<file path="config.mk">
export PLATFORM = sky130hd
export DESIGN_NAME = uart_code_rx
export DESIGN_NICKNAME = d
export VERILOG_FILES = /design/src/rtl/uart_code_rx.sv
export SDC_FILE = /design/constraint.sdc
export NUM_CORES = 1
export LEC_CHECK = 0
export ABC_AREA = 1
export CAP_MARGIN = 10
export CORE_MARGIN = 2
export CORE_UTILIZATION = 64
export DETAILED_ROUTE_END_ITERATION = 16
export HOLD_SLACK_MARGIN = 0.08
export PLACE_DENSITY = 0.85
export SLEW_MARGIN = 20
export SYNTH_ARGS = -nofsm -noshare
export SYNTH_HDL_FRONTEND = slang
export SYNTH_SLANG_ARGS = --single-unit
</file>
<file path="constraint.sdc">
create_clock -name clk -period 2.7 [get_ports clk]
set_input_delay 0.405 -clock clk [delete_from_list [all_inputs] [get_ports clk]]
set_output_delay 0.405 -clock clk [all_outputs]
set_load 0.01 [all_outputs]
</file>
<file path="src/rtl/uart_code_rx.sv">
// uart_code_rx: UART byte receiver plus header/lo/hi/checksum framer producing 16-bit motion codes.
// Bit timing is counter based on clk; rx is resynchronised before any edge detection or sampling.
module uart_code_rx #(
    parameter int          CLKS_PER_BIT = 5208,
    parameter logic [7:0]  HDR_BYTE     = 8'hA5,
    parameter int          TIMEOUT_BITS = 20
) (
    input  logic        clk,
    input  logic        reset,
    input  logic        rx,
    output logic [15:0] Code,
    output logic        code_valid,
    output logic        frame_err,
    output logic        busy
);
    localparam int CW  = $clog2(CLKS_PER_BIT);
    localparam int TMO = TIMEOUT_BITS * CLKS_PER_BIT;
    localparam int GW  = $clog2(TMO + 1);
    localparam logic [CW-1:0] C_LAST = CW'(CLKS_PER_BIT - 1);
    localparam logic [CW-1:0] C_HALF = CW'(CLKS_PER_BIT / 2 - 1);
    localparam logic [GW-1:0] G_TMO  = GW'(TMO);

    typedef enum logic [1:0] {B_IDLE, B_START, B_DATA, B_STOP} bstate_t;
    typedef enum logic [1:0] {F_HDR, F_LO, F_HI, F_CHK} fstate_t;

    bstate_t         b;
    fstate_t         f;
    logic            rx_m, rx_s, rx_d;
    logic [CW-1:0]   b_cnt;
    logic [2:0]      bit_idx;
    logic [7:0]      shreg, lo, hi;
    logic [GW-1:0]   gap;
    logic            counting, tmo, start, samp_stop, byte_done, stop_err;

    assign counting  = (f != F_HDR) && (b == B_IDLE);
    assign tmo       = counting && (gap == G_TMO);
    // A start edge coinciding with the timeout is dropped in favour of the timeout.
    assign start     = (b == B_IDLE) && rx_d && !rx_s && !tmo;
    assign samp_stop = (b == B_STOP) && (b_cnt == C_LAST);
    assign byte_done = samp_stop && rx_s;
    assign stop_err  = samp_stop && !rx_s;
    assign busy      = (f != F_HDR);

    always_ff @(posedge clk) begin
        if (reset) begin
            rx_m <= 1'b1;
            rx_s <= 1'b1;
            rx_d <= 1'b1;
        end else begin
            rx_m <= rx;
            rx_s <= rx_m;
            rx_d <= rx_s;
        end
    end

    always_ff @(posedge clk) begin
        if (reset) begin
            b       <= B_IDLE;
            b_cnt   <= '0;
            bit_idx <= '0;
            shreg   <= '0;
        end else begin
            case (b)
                B_IDLE: begin
                    b_cnt   <= '0;
                    bit_idx <= '0;
                    if (start) b <= B_START;
                end
                B_START: begin
                    if (b_cnt == C_HALF) begin
                        b_cnt <= '0;
                        b     <= rx_s ? B_IDLE : B_DATA;
                    end else b_cnt <= b_cnt + 1'b1;
                end
                B_DATA: begin
                    if (b_cnt == C_LAST) begin
                        b_cnt   <= '0;
                        shreg   <= {rx_s, shreg[7:1]};
                        bit_idx <= bit_idx + 1'b1;
                        if (bit_idx == 3'd7) b <= B_STOP;
                    end else b_cnt <= b_cnt + 1'b1;
                end
                B_STOP: begin
                    if (b_cnt == C_LAST) begin
                        b_cnt <= '0;
                        b     <= B_IDLE;
                    end else b_cnt <= b_cnt + 1'b1;
                end
            endcase
        end
    end

    always_ff @(posedge clk) begin
        if (reset) begin
            f          <= F_HDR;
            Code       <= '0;
            code_valid <= 1'b0;
            frame_err  <= 1'b0;
            lo         <= '0;
            hi         <= '0;
            gap        <= '0;
        end else begin
            code_valid <= 1'b0;
            frame_err  <= 1'b0;
            gap        <= (counting && !start && !tmo) ? gap + 1'b1 : '0;
            if (tmo || stop_err) begin
                frame_err <= 1'b1;
                f         <= F_HDR;
            end else if (byte_done) begin
                case (f)
                    F_HDR: if (shreg == HDR_BYTE) f <= F_LO;
                    F_LO: begin
                        lo <= shreg;
                        f  <= F_HI;
                    end
                    F_HI: begin
                        hi <= shreg;
                        f  <= F_CHK;
                    end
                    F_CHK: begin
                        if (shreg == (HDR_BYTE ^ lo ^ hi)) begin
                            Code       <= {hi, lo};
                            code_valid <= 1'b1;
                        end else frame_err <= 1'b1;
                        f <= F_HDR;
                    end
                endcase
            end
        end
    end
endmodule

</file>
==> reports/metrics.cfg <==
[global_route]
wire_length_of_the_first_global_routing_pass_mm=12.9
maximum_number_of_pins_on_one_net_before_global_route_repair=36
global_routing_usage_summed_across_all_routing_layers_pct=25.0
grt_overflow_total=0
antenna_violations_before_repair=0
first_global_vias=3124

[worst_setup_path]
required_time_of_the_critical_path_ns=2.30
timing.critical_path.arrival_ns=1.76
cp_max_fo=4
timing.critical_path.cells=inv_1 > ha_1 > inv_1 > clkdlybuf4s50_1
timing.critical_path.slowest_cell_delay_ns=0.55
cp-start-kind=flip-flop
setup.worst_path.end_class=output port
cpMostUsedCell=inv_1
timing.setup.critical_path_class=reg2out
timing.reg2reg.setup_slack_ns=0.61
worst-r2r-cell-count=9
timing.rr.end=gap[16]
critical_path.slowest_cell=clkdlybuf4s50_1
timing.rr.start=f[0]

[layout]
highest_count_cells_in_the_layout_ignoring_fill_and_taps=nand2_1, nor2_1, dfxtp_1, inv_1, a21oi_1
n_fill_cell=440
multiInputGateArea_um2=1860
layout.cells.most_common=nand2_1
antenna_cells_inserted=0
sequential_cell_area_um2=1640
final_util_pct=73.8
share_of_post_route_cells_with_drive_strength_above_1_pct=6.37
areaGrowthSynthToFinish_pct=12.0
design.final.nets=572
finish.cell_count_without_fillers=640

[worst_hold_path]
min_path_type=reg2reg
hold-path-endpoint=rx_s
hold-path-cell-count=1
worst_hold_startpoint=rx_m

[placement]
io_buffers=21
dp_cells=624
hpwlAfterDp_mm=5.21
globalplace.congestion=0.852

[clock_network]
cts_htree_levels=3
clk_pin_slew_worst_paths_ns=0.08
clk-insertion-delay-late_ns=0.37
tritoncts=built
number_of_gates_resized_after_cts=0
numCtsBuffers=9
hold_buffers=0
cts.repair_timing.setup_buffer_count=0
cts.sinks=82
cts.path.max_buffers=2
cts-root-buf=clkbuf_8

[routing]
drcViolationCount=0
route.final.wire_length_mm=7.62
postRouteAntennaNets=0
detailroute.via_count=3326
drt-vias-per-instance=5.20
drt_iter0_drc=161
drt_pass1_iterations=4
post_drt_wl_per_cell_um=11.9

[timing]
timing_worst_slew_pin_value_ns=0.519
hold_viol_final=0
timing.slew.headroom_pct=65.3
setup_violations=0
totalNegativeSetupSlack_ns=0
count_of_final_max_slew_check_failures=0
fmax_mhz=462
finalWorstPathRequiredPeriod_ns=2.17
rsz_0062_raised_after_global_routing=false
final.setup_skew_ns=0.0128
layout_worst_path_cycle_share_pct=80.2
hold_slack_ns=0.414

[power_and_ir_drop]
worst_ir_drop_vdd_v=0.000434
power.leakage_nw=1.84
power_density_normalized_to_cell_area_nw_per_um2=552
post-layout-total-power_w=0.00241

[yosys]
avgSynthCellArea_um2=7.24
synth.yosys.seq_area_share_pct=42.1
syn_area_um2=3900
syn_nets=551
total_of_flip_flops_plus_latches_after_synthesis=82
synth-warning-count=0
synthCells=539
cell_variety_after_synth=33

[outcome]
run_status=completed

[die]
coreArea_um2=5920
num_rows=28
design.die.area_um2=6740
dieHeight_um=82.1
starting_utilization_of_the_core_area_pct=65.9
die_x_um=82.1
io_pins=22

[job]
max-cap-violations=0

[where the power goes]
part | switching (W) | internal (W) | total [W]
clock network | 0.000460 | 0.000641 | 0.00110
registers | 0.0000116 | 0.00122 | 0.00123
logic | 0.0000578 | 0.0000255 | 0.0000833
[worst max-delay path: cells and delay by family, from the launching register on]
kind	cells	cell delay, ns
buffers and inverters	3	0.76
DFF	1	0.41
adders and majority gates	1	0.23
[sequential cells by signal (all words and copies together), names as in the netlist, named ones only]
name,cells
Code,16
b,1
b_cnt,13
bit_idx,3
code_valid,1
f,2
frame_err,1
gap,17
hi,8
lo,8
rx_d,1
rx_m,1
rx_s,1
shreg,8
[worst max-delay path by stage]
stage	startpoint	end	slack, ns
global placement	reset	gap[16]	0.74
finish	f[0]	busy	0.53
floorplan	b_cnt[0]	Code[3]	1.03
global route	f[0]	gap[16]	0.28
detailed placement	f[0]	gap[16]	0.66
CTS	f[0]	busy	0.52
[synth_stat cells, drive strengths merged]
| cell | number | area (um^2) |
|---|---|---|
| nor3 | 12 | 65.1 |
| or2 | 2 | 12.5 |
| o21a | 1 | 7.51 |
| a21oi | 26 | 130 |
| xnor2 | 9 | 78.8 |
| a31oi | 4 | 25.0 |
| clkinv | 1 | 3.75 |
| clkbuf | 5 | 38.8 |
| nor2 | 105 | 439 |
| inv | 75 | 282 |
| nand3 | 20 | 118 |
| buf | 9 | 71.3 |
| o21bai | 1 | 7.51 |
| nand4 | 7 | 43.8 |
| xor2 | 19 | 166 |
| nor4 | 2 | 12.5 |
| ha | 9 | 113 |
| nand2 | 118 | 453 |
| dfxtp | 82 | 1640 |
| o21ai | 19 | 95.1 |
| nor3b | 5 | 37.5 |
| a211oi | 8 | 60.1 |
[stage by stage]
stage	instance area, um^2	setup WS [ns]
final	4370	0.533
after global routing	4370	0.281
after CTS	4370	0.517
after detailed placement	4120	0.659
after global placement	4120	0.737
after floorplan	3900	1.03
[area by class of cell]
cell class	instances	share of cell area, %
flip-flops and latches	82	37.6
repair buffers	24	5.33
clock buffers	10	3.15
inverters	76	6.53
well taps	75	2.15
clock inverters	6	2.61
multi-input cells	367	42.7
[layer usage]
metal / wire (um) / GRT usage (%) / vias up
li1: - / - / 1725
met1: 3550 / 29.7 / 1523
met3: 266 / 5.27 / 10
met2: 3690 / 42.2 / 68
met5: 0 / 0 / -
met4: 124 / 13.0 / 0
[cell families (layout without fill, tap and decap cells)]
kind of cell / after synthesis / count (layout) / synth area share (%)
and+or+nand+nor: 271 / 271 / 30.3
xor gates and xnor gates: 28 / 28 / 6.29
DFF: 82 / 82 / 42.1
AOI/OAI and AO/OA: 59 / 59 / 8.34
buffers and inverters: 90 / 116 / 10.1
adders and majority gates: 9 / 9 / 2.89
No activity file was read; power rests on OpenSTA's default activity.
